$ cat src/rtl/hex_display_scanner.sv
// Time-multiplexed scanner feeding one hex-to-7-segment decoder across DIGITS digits.
// New values take effect only at frame boundaries so a frame never mixes old and new digits.
module hex_display_scanner #(
  parameter int DIGITS        = 4,
  parameter int CLK_DIV       = 50000,
  parameter int BLANK_LEADING = 1
) (
  input  logic                  clk,
  input  logic                  rst,
  input  logic                  load,
  input  logic [4*DIGITS-1:0]   value,
  output logic [3:0]            num,
  output logic [DIGITS-1:0]     digit_en,
  output logic                  blank,
  output logic                  frame_done
);

  localparam int VAL_W = 4 * DIGITS;
  localparam int DIV_W = $clog2(CLK_DIV);
  localparam int IDX_W = $clog2(DIGITS);
  localparam logic [DIV_W-1:0] DIV_LAST = DIV_W'(CLK_DIV - 1);
  localparam logic [IDX_W-1:0] IDX_LAST = IDX_W'(DIGITS - 1);

  logic [DIV_W-1:0]  div_cnt, div_next;
  logic [IDX_W-1:0]  idx, idx_next;
  logic [VAL_W-1:0]  shadow, shadow_next;
  logic [VAL_W-1:0]  pend_val, pend_val_next;
  logic              pending, pending_next;
  logic              tc, boundary;
  logic [DIGITS-1:0] upper_zero;
  logic [3:0]        num_next;
  logic [DIGITS-1:0] digit_en_next;
  logic              blank_next;

  always_comb begin
    tc            = (div_cnt == DIV_LAST);
    boundary      = tc && (idx == IDX_LAST);
    div_next      = tc ? '0 : div_cnt + 1'b1;
    idx_next      = idx;
    shadow_next   = shadow;
    pend_val_next = pend_val;
    pending_next  = pending;

    if (tc) begin
      idx_next = (idx == IDX_LAST) ? '0 : idx + 1'b1;
    end

    // A load landing on the boundary itself bypasses the pending slot entirely
    if (boundary) begin
      if (load) begin
        shadow_next = value;
      end else if (pending) begin
        shadow_next = pend_val;
      end
      pending_next = 1'b0;
    end else if (load) begin
      pend_val_next = value;
      pending_next  = 1'b1;
    end
  end

  // upper_zero[i] is set when nibbles i..DIGITS-1 of the next displayed value are all zero
  for (genvar g = 0; g < DIGITS; g++) begin : g_zero
    assign upper_zero[g] = (shadow_next[VAL_W-1:4*g] == '0);
  end

  always_comb begin
    num_next      = shadow_next[4*idx_next +: 4];
    digit_en_next = DIGITS'(1) << idx_next;
    blank_next    = (BLANK_LEADING != 0) && (idx_next != '0) && upper_zero[idx_next];
  end

  always_ff @(posedge clk) begin
    if (rst) begin
      div_cnt    <= '0;
      idx        <= '0;
      shadow     <= '0;
      pend_val   <= '0;
      pending    <= 1'b0;
      num        <= 4'h0;
      digit_en   <= DIGITS'(1);
      blank      <= 1'b0;
      frame_done <= 1'b0;
    end else begin
      div_cnt    <= div_next;
      idx        <= idx_next;
      shadow     <= shadow_next;
      pend_val   <= pend_val_next;
      pending    <= pending_next;
      num        <= num_next;
      digit_en   <= digit_en_next;
      blank      <= blank_next;
      frame_done <= boundary;
    end
  end

endmodule

$ cat config.mk
export PLATFORM = sky130hd
export DESIGN_NAME = hex_display_scanner
export DESIGN_NICKNAME = d
export VERILOG_FILES = /design/src/rtl/hex_display_scanner.sv
export SDC_FILE = /design/constraint.sdc
export NUM_CORES = 1
export LEC_CHECK = 0
export ABC_AREA = 0
export CAP_MARGIN = 20
export CORE_AREA = 2 2 72 74
export DETAILED_ROUTE_END_ITERATION = 7
export DIE_AREA = 0 0 74 76
export HOLD_SLACK_MARGIN = 0.03
export MAX_ROUTING_LAYER = met4
export PLACE_DENSITY = 0.78
export SLEW_MARGIN = 20
export SYNTH_ARGS = -nofsm -noshare
export SYNTH_HDL_FRONTEND = slang
export SYNTH_SLANG_ARGS = --single-unit
$ cat constraint.sdc
create_clock -name clk -period 5.1 [get_ports clk]
set_input_delay 1.02 -clock clk [delete_from_list [all_inputs] [get_ports clk]]
set_output_delay 1.02 -clock clk [all_outputs]
set_load 0.01 [all_outputs]
## Yosys cells after proc, flatten, opt, wreduce, memory -nomap -nowiden

Cells that the tools add are included.

- Memory bits (writable): 0
- Bits in latches: 0
- Register bits: 61
- Memories kept: 0
- Memory bits (read-only): 0
- Output and inout bits: 10
- Bits of input ports: 19

- Div/mod/pow operators: 0
- Bitwise operators: 1
- Shift-type cells: 2
- Mux-type cells: 7
- Reduce and logical (&&, ||, !) cells: 10
- Equal/unequal tests: 2
- Add/sub/neg operators: 2
- Magnitude comparators: 1
- $mul: 0

Operator list:

| cell | count |
|---|---|
| two-way mux 16 bit | 3 |
| adder 16 x 1 -> 16 bit (second input constant) | 1 |
| equality test 16 bit (second input constant) | 1 |
| logical NOT 16 bit | 1 |
| variable part select 16 x 5 -> 4 bit | 1 |
| logical NOT 12 bit | 1 |
| logical NOT 8 bit | 1 |
| logical NOT 4 bit | 1 |
| two-way mux 2 bit | 2 |
| OR reduction 2 bit | 2 |
| << shifter 1 x 2 -> 4 bit (first input constant) | 1 |
| less-than comparator 2 x 3 -> 1 bit (second input constant) | 1 |
| adder 2 x 1 -> 2 bit (second input constant) | 1 |
| binary-select mux 1 bit (select 2 bit) | 1 |
| equality test 2 bit (second input constant) | 1 |
| logical AND 1 bit | 2 |
| AND reduction 2 bit | 1 |
| nonzero test 2 bit | 1 |
| two-way mux 1 bit | 1 |
| NOT 1 bit | 1 |

## Logic depth before layout (Yosys ltp)

- Depth in word-level cells: 7
- Mapped depth: 10

## Worst setup path before layout

OpenSTA, ideal clock, no wires.

- Path kind: input port to flip-flop
- Start: in load
- End: reg num[2]
- Arrival: 2,332 ps
- Path slack: 2,703 ps
- Setup time: 65 ps
- Stages: 7
- Cell sequence: buf_2 > nor2b_1 > buf_1 > a32oi_1 > and3_1 > mux4_2 > nor2_1

- Word-level cells in the longest chain between the ends: 3

Ends and longest elaborated chain:

| item | RTL line | text |
|---|---|---|
| start: declaration | 10 | `input logic load,` |
| two-way mux 16 bit | 50 | `if (load) begin` |
| two-way mux 16 bit | 49 | `if (boundary) begin` |
| variable part select 16 x 5 -> 4 bit | 68 | `num_next = shadow_next[4*idx_next +: 4];` |
| end signal: assignment | 90 | `num <= num_next;` |
| end: declaration | 12 | `output logic [3:0] num,` |

No other way between the ends.
A chain may end at the register's enable or synchronous reset.

## Worst setup path in the final report

- Start: in load
- End: reg num[3]

The elaborated chain is that of the path after synthesis.

==> flow_metrics.tcl <==
set metrics [dict create \
    outcome "completed" \
    synthFlopType "dfxtp_1" \
    crit_fanout 20 \
    power.total_mw 1.03 \
    io_pins 29 \
    seq_area_frac_synth_pct 45.8 \
    setup_viol 0 \
    nNetsFinal 360 \
    cts_buffers 9 \
    setup_ws_ns 1.82 \
    h-tree-depth 3 \
    clock.fmax_mhz 305 \
    cts_tree "done" \
    yosysTopAreaCellShare_pct 45.8 \
    tightest_slew_ns 0.712 \
    holdPathStages 2 \
    hold_viol_final 0 \
    die_y_um 76 \
    antenna_found_initial 0 \
    start_util_pct 54.3 \
    routed-via-count 2311 \
    cap_viol_max_count 0 \
    dpl_cell_area_mm2 0.00297 \
    yosysMostFrequentCell "dfxtp_1" \
    cp_cell_sequence "clkdlybuf4s50_1 -> nor2b_1 -> a32oi_1 -> a31oi_1 -> o21ai_0 -> o21ai_1 -> a221o_1" \
    grtUsageTotal_pct 23.9 \
    yosysWarnings 0 \
    ant_nets 0 \
    synthToLayoutAreaGrowth_pct 19.8 \
    netlist_top_cells_area "dfxtp_1 (46%), nor2_1 (7.6%), nand3_1 (5.8%)" \
    post_cts_buffers 0 \
    ys_ff_latch 61 \
    hold_class "flop to flop" \
    die_area_mm2 0.00562 \
    drt-pass1-iter-count 5 \
    leakage_nw 1.19 \
    rsz0062_at_grt "false" \
    worstHoldStart "pend_val[12]$_SDFFE_PP0P_" \
    cp_slowest_cell "clkdlybuf4s50_1" \
    viasPerCell 5.58 \
    power_density_mw_per_mm2 323 \
    antenna_cells 0 \
    timing.final.crit_period_ns 3.28 \
    syn_inst 315 \
    chipWidth_um 74 \
    cts_hold_buf 0 \
    avgSynthCellArea_um2 8.46 \
    drt_iter0_markers 178 \
    dp_hpwl_um 4010 \
    remaining_drc_errors 0 \
    timing.hold.ws_ns 0.457 \
    clock_path_buffers 2 \
    rrSetupSlack_ns 2.62 \
    cp.required_ns 5.33 \
    layout-drive-gt1-share_pct 8.14 \
    fin_crit_sh_pct 64.4 \
    yosys-top-cells-count "dfxtp_1 (61), nor2_1 (54), nand2_1 (31), nand3_1 (31), a21oi_1 (26)" \
    synth_nets 336 \
    cts_resized 0 \
    row_count 26 \
    slowest_delay_ns 0.92 \
    grt_first_pass_wirelength_um 10000 \
    yosysTopAreaCell "dfxtp_1" \
    clk_pin_slew_ns 0.07 \
    r2r_cells 9 \
    drv_slew 0 \
    vdd_ir_drop_max_v 0.000223 \
    wl_per_cell_um 14.2 \
    place_congestion 0.818 \
    crit_arrival_ns 3.51 \
    tns_ns 0 \
    synth_area_mm2 0.00267 \
    max_slew_margin_pct 52.3 \
    timing.rr.start "div_cnt[0]$_SDFF_PP0_" \
    cts.sinks 61 \
    insertion_delay_ns 0.34 \
    cts-root-buf "clkbuf_8" \
    grt_pass1_vias 2195 \
    startpoint_type "input port" \
    dp_slack_ns 1.54 \
    clock_skew_ns 0.0114 \
    design.core.area_mm2 0.00491 \
    timing.rr.end "num[3]$_SDFF_PP0_" \
    grt_max_degree 42 \
    synth-async-reset-ratio_pct 0 \
    critPathBufInv 1 \
    synth_cell_types 40 \
    grt-ovfl-total 0 \
    design_area_mm2 0.00319 \
    routed_wl_um 5880 \
    synth_edf_count 0 \
    worstSetupPathType "input port to flop" \
    whs_endpoint "pend_val[12]$_SDFFE_PP0P_" \
    portBuffers 28 \
    cpLargestDelayFamily "compound AO/OA/AOI/OAI gates" \
    endpoint_kind "flop" \
]
==> per-layer routing <==
layer / up-vias / part of all wire [%] / wire [um] / global-route usage, %
met3: 11 / 5.1 / 297 / 9.66
li1: 1168 / - / - / -
met4: 0 / 1.5 / 87 / 8.36
met1: 1068 / 44 / 2610 / 29.9
met5: - / 0 / 0 / -
met2: 64 / 49 / 2890 / 34.9
==> final cells by class <==
cell class                 count  area [um2]
fill                         418        1720
multi-input combinational    234        1350
sequential                    61        1220
timing repair buffer          32         310
clock buffer                  12         155
tap                           70        87.6
clock inverter                 4        70.1
inverter                       1        3.75
==> stage by stage <==
stage                     util, %  cells
final                        65.0    414
after CTS                    65.0    414
after detailed placement     60.4    398
after global placement       60.4    398
after global routing         65.0    414
after floorplan                 -    315
==> state kept, by name (all words and copies together), names as in the netlist <==
register,cells
div_cnt,16
pend_val,16
shadow,16
digit_en,4
num,4
idx,2
blank,1
frame_done,1
pending,1
==> layout by cell type (no fill, tap or decap), drive strengths merged, types with 8 or more instances in the layout <==
cell type / instances
clkdlybuf4s50: 28
dfxtp: 61
nor2: 55
and3: 8
o22a: 8
clkbuf: 12
nand3: 31
a21oi: 26
nand2: 31
o21ai: 16
==> worst max-delay path by stage <==
stage | cells past startpoint | startpoint | endpoint | slack (ns)
after floorplan | 7 | load | num[2]$_SDFF_PP0_ | 2.70
after global placement | 6 | load | num[2]$_SDFF_PP0_ | 1.61
after detailed placement | 6 | load | num[2]$_SDFF_PP0_ | 1.54
after CTS | 6 | load | num[2]$_SDFF_PP0_ | 1.87
after global routing | 7 | load | blank$_SDFF_PP0_ | 1.70
final | 7 | load | num[3]$_SDFF_PP0_ | 1.82
==> tightest hold or removal path: cells and delay by family (launching register included) <==
family          cells  cell delay (ns)
flops               1             0.31
compound gates      1             0.05
simple gates        1             0.05
==> kinds of logic after synthesis <==
kind of cell    after synthesis  synth area share, %
xor+xnor                     13                 4.27
mux                           5                 2.91
simple gates                147                 26.6
fa+ha+maj                     2                0.938
compound gates               67                 15.8
buf+inv                      20                 3.71
flops                        61                 45.8
==> power by group <==
| group | total, mW | switching (mW) | internal (mW) |
|---|---|---|---|
| Sequential | 0.493 | 0.00753 | 0.486 |
| Clock | 0.486 | 0.185 | 0.300 |
| Combinational | 0.0520 | 0.0282 | 0.0237 |
(Power assumes the default switching activity.)
